$ cat src/rtl/cpu_pkg.sv
// cpu_pkg: opcode, ALU and controller state encodings shared by the sequencer.
package cpu_pkg;
  typedef enum logic [2:0] {OP_HLT, OP_SKZ, OP_ADD, OP_AND, OP_XOR, OP_LDA, OP_STO, OP_JMP} opcode_e;
  typedef enum logic [1:0] {ALU_ADD, ALU_AND, ALU_XOR, ALU_PASS} alu_op_e;
  typedef enum logic [2:0] {S_FETCH, S_DECODE, S_SKIP, S_MEM_RD, S_MEM_WR, S_HALT, S_ERROR} state_e;
  function automatic alu_op_e alu_of(opcode_e op);
    return op == OP_ADD ? ALU_ADD : op == OP_AND ? ALU_AND : op == OP_XOR ? ALU_XOR : ALU_PASS;
  endfunction
endpackage

$ cat src/rtl/seq_controller.sv
// seq_controller: accumulator-CPU sequencer FSM with memory-ack timeout and retired-instruction count.
module seq_controller
  import cpu_pkg::*;
#(
  parameter int TIMEOUT = 15
) (
  input  logic        clk,
  input  logic        rst,
  input  logic [2:0]  opcode,
  input  logic        acc_z,
  input  logic        mem_ack,
  input  logic        resume,
  output logic        ir_ld,
  output logic        pc_inc,
  output logic        jump,
  output logic        mem_rd,
  output logic        mem_wr,
  output logic        acc_src,
  output logic        acc_wr,
  output logic [1:0]  alu_op,
  output logic        halted,
  output logic        bus_err,
  output logic [15:0] instr_cnt
);
  state_e state, next;
  opcode_e op, op_q;
  logic [3:0] wait_cnt;
  logic in_mem, timeout, retire;
  assign op = opcode_e'(opcode);
  assign in_mem = state == S_MEM_RD || state == S_MEM_WR;
  assign timeout = !mem_ack && wait_cnt == 4'(TIMEOUT - 1);
  always_ff @(posedge clk or posedge rst)
    if (rst) state <= S_FETCH;
    else state <= next;
  always_ff @(posedge clk or posedge rst)
    if (rst) begin
      op_q      <= OP_HLT;
      wait_cnt  <= '0;
      instr_cnt <= '0;
      bus_err   <= 1'b0;
    end else begin
      if (state == S_DECODE) op_q <= op;
      wait_cnt <= in_mem ? wait_cnt + 4'd1 : 4'd0;
      if (retire) instr_cnt <= instr_cnt + 16'd1;
      if (next == S_ERROR) bus_err <= 1'b1;
    end
  always_comb begin
    next = state;
    case (state)
      S_FETCH:          next = S_DECODE;
      S_DECODE:         next = op == OP_HLT ? S_HALT :
                               op == OP_JMP ? S_FETCH :
                               op == OP_SKZ ? (acc_z ? S_SKIP : S_FETCH) :
                               op == OP_STO ? S_MEM_WR : S_MEM_RD;
      S_SKIP:           next = S_FETCH;
      S_MEM_RD, S_MEM_WR: next = mem_ack ? S_FETCH : timeout ? S_ERROR : state;
      S_HALT:           next = resume ? S_FETCH : S_HALT;
      default:          next = S_ERROR;
    endcase
  end
  // Strobes are gated by rst so an asserted reset silences them combinationally.
  always_comb begin
    ir_ld   = !rst && state == S_FETCH;
    jump    = !rst && state == S_DECODE && op == OP_JMP;
    mem_rd  = !rst && state == S_MEM_RD;
    mem_wr  = !rst && state == S_MEM_WR;
    acc_wr  = mem_rd && mem_ack;
    acc_src = acc_wr && op_q == OP_LDA;
    halted  = !rst && state == S_HALT;
    pc_inc  = !rst && ((state == S_DECODE && op == OP_SKZ) || state == S_SKIP ||
                       (in_mem && mem_ack) || (state == S_HALT && resume));
    retire  = !rst && (jump || (state == S_DECODE && op == OP_SKZ && !acc_z) || state == S_SKIP ||
                       (in_mem && mem_ack) || (state == S_HALT && resume));
    alu_op  = state == S_MEM_RD ? alu_of(op_q) : ALU_PASS;
  end
endmodule

$ cat config.mk
export PLATFORM = sky130hd
export DESIGN_NAME = seq_controller
export DESIGN_NICKNAME = d
export VERILOG_FILES = /design/src/rtl/cpu_pkg.sv /design/src/rtl/seq_controller.sv
export SDC_FILE = /design/constraint.sdc
export NUM_CORES = 1
export LEC_CHECK = 0
export ABC_AREA = 1
export BUFFER_PORTS_ARGS = -buffer_cell sky130_fd_sc_hd__buf_2
export CAP_MARGIN = 20
export CORE_MARGIN = 1
export CORE_UTILIZATION = 49
export DETAILED_ROUTE_END_ITERATION = 8
export GPL_ROUTABILITY_DRIVEN = 1
export GPL_TIMING_DRIVEN = 0
export PLACE_DENSITY = 0.75
export SLEW_MARGIN = 20
export SYNTH_ARGS = -nofsm -noshare
export SYNTH_HDL_FRONTEND = slang
export SYNTH_SLANG_ARGS = --single-unit
$ cat constraint.sdc
create_clock -name clk -period 1.57 [get_ports clk]
set_clock_uncertainty 0.15 [all_clocks]
set_input_delay 0.314 -clock clk [delete_from_list [all_inputs] [get_ports clk]]
set_output_delay 0.314 -clock clk [all_outputs]
set_load 0.1 [all_outputs]
==> qor.tcl, run 1 <==
set qor(power.share.switching) 0.2538
set qor(power.share.combinational) 0.058
set qor(initial_antenna_violation_count) 0
set qor(synth.cell_area_sq_um) 1725
set qor(outcome) {finished, violations left}
set qor(xor_xnor_share_of_the_synthesized_area) 0.05584
set qor(synthAdderAreaFrac) 0.02175
set qor(floorplan.rows) 21
set qor(slowest_delay_ns) 0.42
set qor(vdd_ir_drop_max_uv) 464.0
set qor(drt_drc_violations_left) 0
set qor(placed_cell_area_sq_um) 2185
set qor(layout.cells.non_filler) 349
set qor(nFillCells) 167
set qor(relSlewSlack) 0.5099
set qor(timing.critical_path.arrival_ns) 1.71
set qor(cp-start-kind) {flop}
set qor(setup_slack_ns) -0.6081
set qor(power_per_cell_area_nw_per_um2) 370.7
set qor(p_leak_nw) 1.278
set qor(crit_fanout) 8
set qor(route.vias.total) 1904
set qor(numCtsBuffers) 3
set qor(ys.warnings.count) 0
set qor(placed_cells) 318
set qor(die-width_um) 61.34
set qor(drt_first_pass_iters) 5
set qor(wire_length_of_the_first_global_routing_pass_mm) 7.017
set qor(power.share.sequential) 0.647
set qor(period_needed_ns) 2.178
set qor(finalNetCount) 315
set qor(cts.sinks) 27
set qor(dp_hpwl_mm) 2.837
set qor(clock_tree_from_tritoncts) {yes}
set qor(wire_per_inst_um) 15.96
set qor(mostFrequentLayoutCells) {nand2_1, nand3_1, nand2_2, buf_4, nor2_1}
set qor(io_buffer_count) 34
set qor(place_ws_ns) -0.4067
set qor(timing.setup.critical_path_class) {flop to output pin}
set qor(final_layout_size_suffix_gt1_frac) 0.5116
set qor(grt_setup_unrepaired) {true}
set qor(start_util) 0.5130
set qor(holdCritPathClass) {primary input to flop}
set qor(timing.final.crit_share) 1.387
set qor(count_of_routing_violations_after_the_opening_detailed_route_iteration) 168
set qor(floorplan.die.height_um) 61.34
set qor(die_area_sq_um) 3763
set qor(grt_max_degree) 37
set qor(synthesized_flop_and_latch_total) 27
set qor(crit_chain) {buf_6, nor2_4, nand2_2, nand2_4, a21oi_4, a31oi_4, buf_12}
set qor(post-route-util) 0.8642
set qor(ctsHtreeMaxLevel) 1
set qor(crit_path_top_delay_cell) {dfrtp_1}
set qor(synth_top_family_by_area) {simple AND/OR/NAND/NOR gates}
set qor(most_common_library_cell_in_the_layout_ignoring_fill_and_taps) {nand2_1}
set qor(cp.required_ns) 1.11
set qor(detail_route.wirelength_mm) 5.571
set qor(worst_setup_hold_path_clk_slew_ns) 0.15
set qor(cts_hold_buf) 0
set qor(overflow) 0
set qor(avg_inst_size_synth_sq_um) 7.250
set qor(globalplace.congestion) 0.8318
set qor(internal_pwr_total_mw) 0.8040
set qor(critPathCaptureType) {output pin}
set qor(n_antenna_cell) 0
set qor(yosysSeqAreaShare) 0.3916
set qor(avgViaCountPerCell) 5.456
set qor(report.final.slew_viol_count) 0
set qor(drv.max_cap_violation_count) 0
set qor(layout.cell_area.non_filler_sq_um) 2907
set qor(hold_viol) 0
set qor(clkPwrFrac) 0.295
set qor(clk-insertion-delay-late_ns) 0.34
set qor(net-switching-power_mw) 0.2735
set qor(max_clock_freq_ghz) 0.4591
set qor(postSynthNetCount) 249
set qor(number_of_failing_setup_endpoints_in_the_final_timing_report) 29
set qor(area_fraction_in_compound_gates_after_synthesis) 0.04423
set qor(syn_inst) 238
set qor(cts_root_buf) {clkbuf_4}
set qor(vias_in_the_first_global_route) 1508
set qor(synthSimpleGateAreaFrac) 0.4141
set qor(synth.distinct_cells) 25
set qor(clockBufferDepth) 2
set qor(design.core.area_sq_um) 3363
set qor(number_of_enable_flip_flop_cells_after_synthesis) 0
set qor(failing_checks) {setup timing}
set qor(boundaryPins) 35
set qor(share_of_synthesized_flip_flops_with_an_asynchronous_set_or_reset) 1.000
set qor(syn_to_final_growth_pct) 68.46
set qor(synth.mux.area_fraction) 0
set qor(grt_use_total) 0.2548
set qor(tightestPinTransition_ns) 0.7352
set qor(ant_nets) 0
set qor(dominantRegCellSynth) {dfrtp_1}
==> registers in the layout, indices dropped and copies added (netlist names) <==
register,flops
bus_err,1
instr_cnt,16
op_q,3
state,3
wait_cnt,4
==> final timing paths <==
| path | depth (start not counted) | end | from | slack, ns |
|---|---|---|---|---|
| setup / recovery | 7 | pc_inc | state[0] | -0.61 |
| hold / removal | 2 | state[0] | resume | 0.08 |
| setup reg to reg | 11 | instr_cnt[14] | state[2] | -0.38 |
| hold reg to reg | 2 | bus_err | bus_err | 0.34 |
| max in group asynchronous | 3 | instr_cnt[9] | rst | 0.32 |
| min in group asynchronous | 3 | wait_cnt[2] | rst | 0.41 |
==> cell type report <==
cell class,count,area (sq um),area share
multi-input cells,183,1232,0.4240
flip-flops and latches,27,730.7,0.2514
repair buffers,61,705.7,0.2428
inverters,24,101.3,0.03487
well taps,46,57.56,0.01980
plain buffers,4,51.30,0.01765
clock buffers,3,22.52,0.007749
clock inverters,1,5.005,0.001722
==> repair_timing <==
action / 4_1_cts / 5_1_grt
setup buffers: 10 / 17
gates cloned: 0 / 1
endpoints found under the setup margin: 43 / 46
gates resized for setup: 77 / 49
pin swaps: 6 / 6
==> cell families (layout without fill, tap and decap cells) <==
| kind of cell | after synthesis | count (layout) |
|---|---|---|
| flip-flops | 27 | 27 |
| XOR/XNOR | 11 | 11 |
| AND/OR/NAND/NOR | 158 | 158 |
| adder cells (fa/ha/maj) | 3 | 3 |
| buffers and inverters | 28 | 93 |
| AO/OA/AOI/OAI | 11 | 11 |
==> layer usage <==
metal | global-route usage | wire (um)
met5 | 0 | 0
met4 | 0.06667 | 153
met3 | 0.02731 | 317
met2 | 0.4317 | 2826
met1 | 0.3492 | 2273
==> cells in the mapped netlist (2+ instances only) <==
cell type / n / area [sq um]
buf_2: 3 / 15.01
dfrtp_1: 27 / 675.7
ha_1: 3 / 37.54
inv_1: 21 / 78.83
inv_2: 3 / 11.26
nand2_1: 70 / 262.8
nand2_2: 13 / 81.33
nand2_4: 2 / 22.52
nand3_1: 31 / 155.2
nand4_1: 7 / 43.79
nor2_1: 29 / 108.9
nor2_2: 3 / 18.77
o21ai_0: 5 / 25.02
xnor2_1: 6 / 52.55
xor2_1: 5 / 43.79
==> stage by stage <==
stage | hold slack [ns] | setup TNS, ns | power [mW]
2_1_floorplan | 0.2850 | -3.539 | 0.7396
3_3_place_gp | 0.2955 | -7.781 | 0.7676
3_5_place_dp | 0.2989 | -8.022 | 0.7680
4_1_cts | 0.06540 | -6.635 | 1.077
5_1_grt | 0.06793 | -11.23 | 1.127
6_report | 0.07993 | -9.453 | 1.077
==> power by group through the flow <==
stage | sequential [mW] | combinational, mW | clock [mW]
final | 0.697 | 0.0625 | 0.318
after global routing | 0.697 | 0.0697 | 0.360
after CTS | 0.697 | 0.0572 | 0.323
after detailed placement | 0.711 | 0.0571 | 0
after global placement | 0.711 | 0.0567 | 0
after floorplan | 0.711 | 0.0288 | 0
==> critical path: cells and delay by family, from the launching register on <==
| kind | cells | cell delay (ns) |
|---|---|---|
| AND/OR/NAND/NOR | 3 | 0.33 |
| buffers and inverters | 2 | 0.35 |
| AO/OA/AOI/OAI | 2 | 0.27 |
| flip-flops | 1 | 0.42 |
Note: power is estimated with default switching activity, not from simulation.
==> run 2: changes to the inputs <==
--- a/config.mk
+++ b/config.mk
@@ -14,7 +14,9 @@
 export GPL_ROUTABILITY_DRIVEN = 1
 export GPL_TIMING_DRIVEN = 0
 export PLACE_DENSITY = 0.75
+export REMOVE_ABC_BUFFERS = 1
 export SLEW_MARGIN = 20
 export SYNTH_ARGS = -nofsm -noshare
 export SYNTH_HDL_FRONTEND = slang
 export SYNTH_SLANG_ARGS = --single-unit
+export TNS_END_PERCENT = 50
==> qor.tcl, run 2 (same netlist as run 1, synthesis figures left out) <==
set qor(largest_register_ffs) 16 ;# unchanged
set qor(multiInputGateArea_sq_um) 1182 ;# was 1232 sq um
set qor(initial_antenna_violation_count) 0 ;# unchanged
set qor(ant_nets) 0 ;# unchanged
set qor(p_leak_nw) 1.150 ;# was 1.278 nW
set qor(boundaryPins) 35 ;# unchanged
set qor(post-route-util) 0.7764 ;# was 0.8642
set qor(final_layout_size_suffix_gt1_frac) 0.4530 ;# was 0.5116
set qor(relSlewSlack) 0.6563 ;# was 0.5099
set qor(max_clock_freq_ghz) 0.4616 ;# was 0.4591 GHz
set qor(route.vias.total) 1778 ;# was 1904
set qor(wire_per_inst_um) 15.29 ;# was 15.96 um
set qor(number_of_failing_setup_endpoints_in_the_final_timing_report) 30 ;# was 29
set qor(r2r_cells) 10 ;# was 11
set qor(dp_hpwl_mm) 2.517 ;# was 2.837 mm
set qor(globalplace.congestion) 0.8821 ;# was 0.8318
set qor(failing_checks) {hold timing, setup timing} ;# was setup timing
set qor(placed_cells) 314 ;# was 318
set qor(drv.max_cap_violation_count) 0 ;# unchanged
set qor(worst-r2r-setup-slack_ns) -0.28 ;# was -0.38 ns
set qor(mostFrequentLayoutCells) {nand2_1, buf_6, nor2_1, inv_1} ;# was nand2_1, nand3_1, nand2_2, buf_4, nor2_1
set qor(crit_fanout) 3 ;# was 8
set qor(hold_viol) 27 ;# was 0
set qor(grt_setup_unrepaired) {true} ;# unchanged
set qor(cp.required_ns) 1.11 ;# about the same
set qor(n_antenna_cell) 0 ;# unchanged
set qor(critPathCaptureType) {output pin} ;# unchanged
set qor(detail_route.wirelength_mm) 5.093 ;# was 5.571 mm
set qor(clock_tree_from_tritoncts) {yes} ;# unchanged
set qor(setup_total_negative_slack_ns) -9.255 ;# was -9.453 ns
set qor(cts_root_buf) {clkbuf_4} ;# unchanged
set qor(biggestRegsByFlops) {instr_cnt (16), wait_cnt (4)} ;# unchanged
set qor(numCtsBuffers) 3 ;# unchanged
set qor(syn_to_final_growth_pct) 51.34 ;# was 68.46%
set qor(count_of_routing_violations_after_the_opening_detailed_route_iteration) 151 ;# was 168
set qor(avgViaCountPerCell) 5.339 ;# was 5.456
set qor(seqCellArea_sq_um) 696.9 ;# was 730.7 sq um
set qor(register_name_with_the_most_flops) {instr_cnt} ;# unchanged
set qor(die-width_um) 61.34 ;# unchanged
set qor(vdd_ir_drop_max_uv) 506.9 ;# was 464.0 uV
set qor(reg2reg_from) {state[2]} ;# unchanged
set qor(drt_first_pass_iters) 4 ;# was 5
set qor(clockBufferDepth) 2 ;# unchanged
set qor(floorplan.rows) 21 ;# unchanged
set qor(start_util) 0.5130 ;# unchanged
set qor(ctsHtreeMaxLevel) 1 ;# unchanged
set qor(capturing_point_of_the_worst_reg2reg_path) {instr_cnt[15]} ;# was instr_cnt[14]
set qor(outcome) {finished, violations left} ;# unchanged
set qor(grt_max_degree) 47 ;# was 37
set qor(timing.final.crit_share) 1.380 ;# was 1.387
set qor(report.final.slew_viol_count) 0 ;# unchanged
set qor(timing.setup.critical_path_class) {flop to output pin} ;# unchanged
set qor(floorplan.die.height_um) 61.34 ;# unchanged
set qor(period_needed_ns) 2.166 ;# was 2.178 ns
set qor(clk-insertion-delay-late_ns) 0.33 ;# was 0.34 ns
set qor(drt_drc_violations_left) 0 ;# unchanged
set qor(grt_use_total) 0.2512 ;# was 0.2548
set qor(io_buffer_count) 34 ;# unchanged
set qor(cp-start-kind) {flop} ;# unchanged
set qor(finalNetCount) 299 ;# was 315
set qor(holdCritPathClass) {primary input to async pin} ;# was primary input to flop
set qor(timing.critical_path.arrival_ns) 1.70 ;# was 1.71 ns
set qor(cts.sinks) 27 ;# unchanged
set qor(power_per_cell_area_nw_per_um2) 414.2 ;# was 370.7 nW/um^2
set qor(nFillCells) 218 ;# was 167
set qor(most_common_library_cell_in_the_layout_ignoring_fill_and_taps) {nand2_1} ;# unchanged
set qor(wire_length_of_the_first_global_routing_pass_mm) 6.996 ;# was 7.017 mm
set qor(setup_slack_ns) -0.5964 ;# was -0.6081 ns
set qor(holdWs_ns) -0.07403 ;# was 0.07993 ns
set qor(worst_setup_hold_path_clk_slew_ns) 0.16 ;# was 0.15 ns
set qor(layout.cells.non_filler) 333 ;# was 349
set qor(tightestPinTransition_ns) 0.5156 ;# was 0.7352 ns
set qor(vias_in_the_first_global_route) 1515 ;# was 1508
set qor(die_area_sq_um) 3763 ;# unchanged
set qor(overflow) 0 ;# unchanged
set qor(design.core.area_sq_um) 3363 ;# unchanged
[run 2: changes by cell type in the layout (fill, tap and decap cells not counted), moves of 7 or more]
cell,delta
buf_4,-13
dfrtp_2,+12
buf_6,+7
dfrtp_4,-13
buf_12,-8
nand3_2,+15
nand2_4,-7
nand2_1,+15
nand2_2,-9
nand3_1,-12
[run 2: cell type report]
| cell class | instances | share of cell area |
|---|---|---|
| sequential | 27 | 0.2669 |
| timing repair buffer | 48 | 0.2089 |
| multi-input combinational | 184 | 0.4528 |
| tap | 46 | 0.02204 |
| inverter | 24 | 0.03929 |
| clock buffer | 4 | 0.01006 |
[run 2: critical path, stage by stage (launching register included)]
cell     delay, ns
dfrtp_2       0.47
buf_6         0.13
buf_6         0.11
nand2_4       0.07
nand2_4       0.07
a21oi_4       0.22
a31oi_4       0.12
buf_12        0.18
[run 2: layer usage]
metal  global-route usage  up-vias  wire (um)
met5                    0        -          0
met4              0.07619        0        162
met3              0.02941       18        284
met2               0.3742       77       2478
met1               0.3823      824       2167
li1                     -      859          -
[run 2: per-stage QoR]
| stage | hold slack, ns | total power, mW | cell area, sq um | setup slack, ns |
|---|---|---|---|---|
| after CTS | -0.1167 | 1.069 | 2338 | -0.5712 |
| after floorplan | 0.1612 | 0.7359 | 1690 | -3.857 |
| after global routing | -0.04873 | 1.109 | 2611 | -0.6456 |
| after global placement | 0.2924 | 0.7595 | 1918 | -0.8005 |
| final | -0.07403 | 1.082 | 2611 | -0.5964 |
| after detailed placement | 0.2990 | 0.7591 | 1918 | -0.8102 |
[run 2: report_power, final]
group | switching, mW | leakage (nW) | internal [mW] | total, mW
Clock | 0.219 | 0.0150 | 0.0995 | 0.318
Sequential | 0.000362 | 0.323 | 0.697 | 0.697
Combinational | 0.0546 | 0.812 | 0.0115 | 0.0661
Total | 0.274 | 1.15 | 0.808 | 1.08
[run 2: how the worst max path moves through the flow]
stage,slack (ns),end,startpoint,cells after the start
floorplan,-3.86,acc_src,state[2],5
global placement,-0.80,instr_cnt[1],rst,11
detailed placement,-0.81,instr_cnt[1],rst,11
CTS,-0.57,acc_src,state[2],6
global route,-0.65,pc_inc,state[2],7
finish,-0.60,pc_inc,state[2],7
[run 2: what timing repair did]
item / in CTS / in global routing
setup endpoints to repair: 43 / 44
pin swaps: 3 / 21
hold endpoints to repair: 27 / 27
cloned: 2 / 0
setup buffers: 10 / 4
resized for setup: 81 / 67
==> run 3: changes to the inputs <==
--- a/config.mk
+++ b/config.mk
@@ -10,6 +10,7 @@
 export CAP_MARGIN = 20
 export CORE_MARGIN = 1
 export CORE_UTILIZATION = 49
+export CTS_BUF_LIST = sky130_fd_sc_hd__clkbuf_8 sky130_fd_sc_hd__clkbuf_16
 export DETAILED_ROUTE_END_ITERATION = 8
 export GPL_ROUTABILITY_DRIVEN = 1
 export GPL_TIMING_DRIVEN = 0
@@ -19,4 +20,4 @@
 export SYNTH_ARGS = -nofsm -noshare
 export SYNTH_HDL_FRONTEND = slang
 export SYNTH_SLANG_ARGS = --single-unit
-export TNS_END_PERCENT = 50
+export TNS_END_PERCENT = 5
==> qor.tcl, run 3 (same netlist as run 1, synthesis figures left out) <==
set qor(outcome) {finished, violations left} ;# unchanged
set qor(failing_checks) {hold timing, setup timing} ;# unchanged
set qor(floorplan.rows) 21 ;# unchanged
set qor(initial_antenna_violation_count) 0 ;# unchanged
set qor(grt_max_degree) 46 ;# was 47
set qor(floorplan.die.height_um) 61.34 ;# unchanged
set qor(biggestRegsByFlops) {instr_cnt (16), wait_cnt (4)} ;# unchanged
set qor(vdd_ir_drop_max_uv) 432.7 ;# was 506.9 uV
set qor(clkPwrFrac) 0.343 ;# was 0.294
set qor(ant_nets) 0 ;# unchanged
set qor(p_leak_nw) 1.112 ;# was 1.150 nW
set qor(ctsHtreeMaxLevel) 1 ;# unchanged
set qor(power.share.switching) 0.2287 ;# was 0.2532
set qor(nFillCells) 302 ;# was 218
set qor(cell_type_with_the_highest_occurrence_count_on_the_critical_path) {nand2_2}
set qor(wire_length_of_the_first_global_routing_pass_mm) 6.348 ;# was 6.996 mm
set qor(max_clock_freq_ghz) 0.4684 ;# was 0.4616 GHz
set qor(seqCellArea_sq_um) 679.4 ;# was 696.9 sq um
set qor(slowest_delay_ns) 0.48 ;# was 0.47 ns
set qor(syn_to_final_growth_pct) 33.87 ;# was 51.34%
set qor(avgViaCountPerCell) 5.118 ;# was 5.339
set qor(timing.critical_path.arrival_ns) 1.67 ;# was 1.70 ns
set qor(drv.max_cap_violation_count) 0 ;# unchanged
set qor(dp_hpwl_mm) 2.517 ;# unchanged
set qor(worst-path-buf-inv) 1 ;# was 3
set qor(crit_path_top_delay_cell) {dfrtp_2} ;# unchanged
set qor(vias_in_the_first_global_route) 1411 ;# was 1515
set qor(die-width_um) 61.34 ;# unchanged
set qor(power.share.combinational) 0.049 ;# was 0.061
set qor(count_of_routing_violations_after_the_opening_detailed_route_iteration) 122 ;# was 151
set qor(relSlewSlack) 0.6798 ;# was 0.6563
set qor(critical_path.top_delay_family) {flip-flops} ;# unchanged
set qor(wire_per_inst_um) 12.78 ;# was 15.29 um
set qor(power_per_cell_area_nw_per_um2) 495.6 ;# was 414.2 nW/um^2
set qor(multiInputGateArea_sq_um) 1003 ;# was 1182 sq um
set qor(net-switching-power_mw) 0.2617 ;# was 0.2738 mW
set qor(internal_pwr_total_mw) 0.8829 ;# was 0.8078 mW
set qor(die_area_sq_um) 3763 ;# unchanged
set qor(tightestPinTransition_ns) 0.4836 ;# was 0.5156 ns
set qor(start_util) 0.5130 ;# unchanged
set qor(holdWs_ns) -0.02810 ;# was -0.07403 ns
set qor(number_of_failing_setup_endpoints_in_the_final_timing_report) 30 ;# unchanged
set qor(cp-start-kind) {flop} ;# unchanged
set qor(overflow) 0 ;# unchanged
set qor(cts.sinks) 27 ;# unchanged
set qor(drt_drc_violations_left) 0 ;# unchanged
set qor(clk-insertion-delay-late_ns) 0.27 ;# was 0.33 ns
set qor(finalNetCount) 296 ;# was 299
set qor(cp.required_ns) 1.11 ;# about the same
set qor(design_power_total_mw) 1.145 ;# was 1.082 mW
set qor(report.final.slew_viol_count) 0 ;# unchanged
set qor(register_name_with_the_most_flops) {instr_cnt} ;# unchanged
set qor(final_layout_size_suffix_gt1_frac) 0.3063 ;# was 0.4530
set qor(globalplace.congestion) 0.8821 ;# unchanged
set qor(timing.final.crit_share) 1.360 ;# was 1.380
set qor(grt_setup_unrepaired) {true} ;# unchanged
set qor(power.share.sequential) 0.608 ;# was 0.645
set qor(n_antenna_cell) 0 ;# unchanged
set qor(grt_use_total) 0.2277 ;# was 0.2512
set qor(drt_first_pass_iters) 4 ;# unchanged
set qor(detail_route.wirelength_mm) 4.216 ;# was 5.093 mm
set qor(boundaryPins) 35 ;# unchanged
set qor(crit_fanout) 7 ;# was 3
set qor(io_buffer_count) 34 ;# unchanged
set qor(clockBufferDepth) 2 ;# unchanged
set qor(largest_register_ffs) 16 ;# unchanged
set qor(design.core.area_sq_um) 3363 ;# unchanged
set qor(route.vias.total) 1689 ;# was 1778
set qor(most_common_library_cell_in_the_layout_ignoring_fill_and_taps) {nand2_1} ;# unchanged
set qor(clock_tree_from_tritoncts) {yes} ;# unchanged
set qor(hold_viol) 27 ;# unchanged
set qor(holdCritPathClass) {primary input to async pin} ;# unchanged
set qor(mostFrequentLayoutCells) {nand2_1, nand3_1, nor2_1, dfrtp_1, inv_1} ;# was nand2_1, buf_6, nor2_1, inv_1
set qor(numCtsBuffers) 3 ;# unchanged
set qor(critPathCaptureType) {output pin} ;# unchanged
set qor(setup_slack_ns) -0.5647 ;# was -0.5964 ns
set qor(timing.setup.critical_path_class) {flop to output pin} ;# unchanged
set qor(period_needed_ns) 2.135 ;# was 2.166 ns
set qor(cts_root_buf) {clkbuf_8} ;# was clkbuf_4
set qor(worst_setup_hold_path_clk_slew_ns) 0.09 ;# was 0.16 ns
set qor(crit_chain) {nor2_1, nand2_2, nand2_2, a21oi_4, a31oi_4, buf_12} ;# was buf_6, buf_6, nand2_4, nand2_4, a21oi_4, a31oi_4, buf_12
-- run 3: layout make-up --
cell class / count / area share
inverters: 24 / 0.04334
multi-input cells: 183 / 0.4345
clock inverters: 1 / 0.001625
repair buffers: 46 / 0.1836
flip-flops and latches: 27 / 0.2941
well taps: 46 / 0.02492
clock buffers: 3 / 0.01788
-- run 3: worst paths after layout --
check | startpoint | endpoint | slack [ns] | depth (start not counted)
worst max-delay path | state[0] | pc_inc | -0.56 | 6
worst min-delay path | rst | op_q[1] | -0.03 | 2
min in group clk | opcode[2] | op_q[2] | 0.17 | 3
worst max register to register | state[2] | instr_cnt[15] | -0.37 | 10
worst min register to register | bus_err | bus_err | 0.33 | 2
max in group asynchronous | rst | state[2] | 0.98 | 2
-- run 3: layer usage --
metal	track usage	share of wire	vias to the layer above
met5	0	0	-
met4	0.08889	0.016	0
met3	0.03571	0.043	8
met2	0.3323	0.48	46
met1	0.3382	0.46	783
li1	-	-	852
-- run 3: what timing repair did --
action | in CTS | in global routing
resized for setup | 48 | 28
pin swaps | 2 | 5
setup buffers | 5 | 7
hold endpoints to repair | 27 | 27
setup endpoints to repair | 42 | 41
-- run 3: power by group through the flow --
stage / Sequential (mW) / Clock (mW) / Combinational [mW]
5_1_grt: 0.697 / 0.438 / 0.0629
3_3_place_gp: 0.710 / 0 / 0.0493
6_report: 0.696 / 0.393 / 0.0555
4_1_cts: 0.696 / 0.409 / 0.0524
2_1_floorplan: 0.710 / 0 / 0.0258
3_5_place_dp: 0.710 / 0 / 0.0490
-- run 3: metrics by stage --
stage                     cell area [sq um]  setup WS [ns]    util  cells  TNS [ns]
after global routing                   2310        -0.6110  0.6868    330    -11.60
after CTS                              2146        -0.5283  0.6380    323    -5.137
after detailed placement               1918        -0.8102  0.5703    314    -14.95
after global placement                 1918        -0.8005  0.5703    314    -15.03
final                                  2310        -0.5647  0.6868    330    -9.600
after floorplan                        1690         -3.857       -    234    -18.73
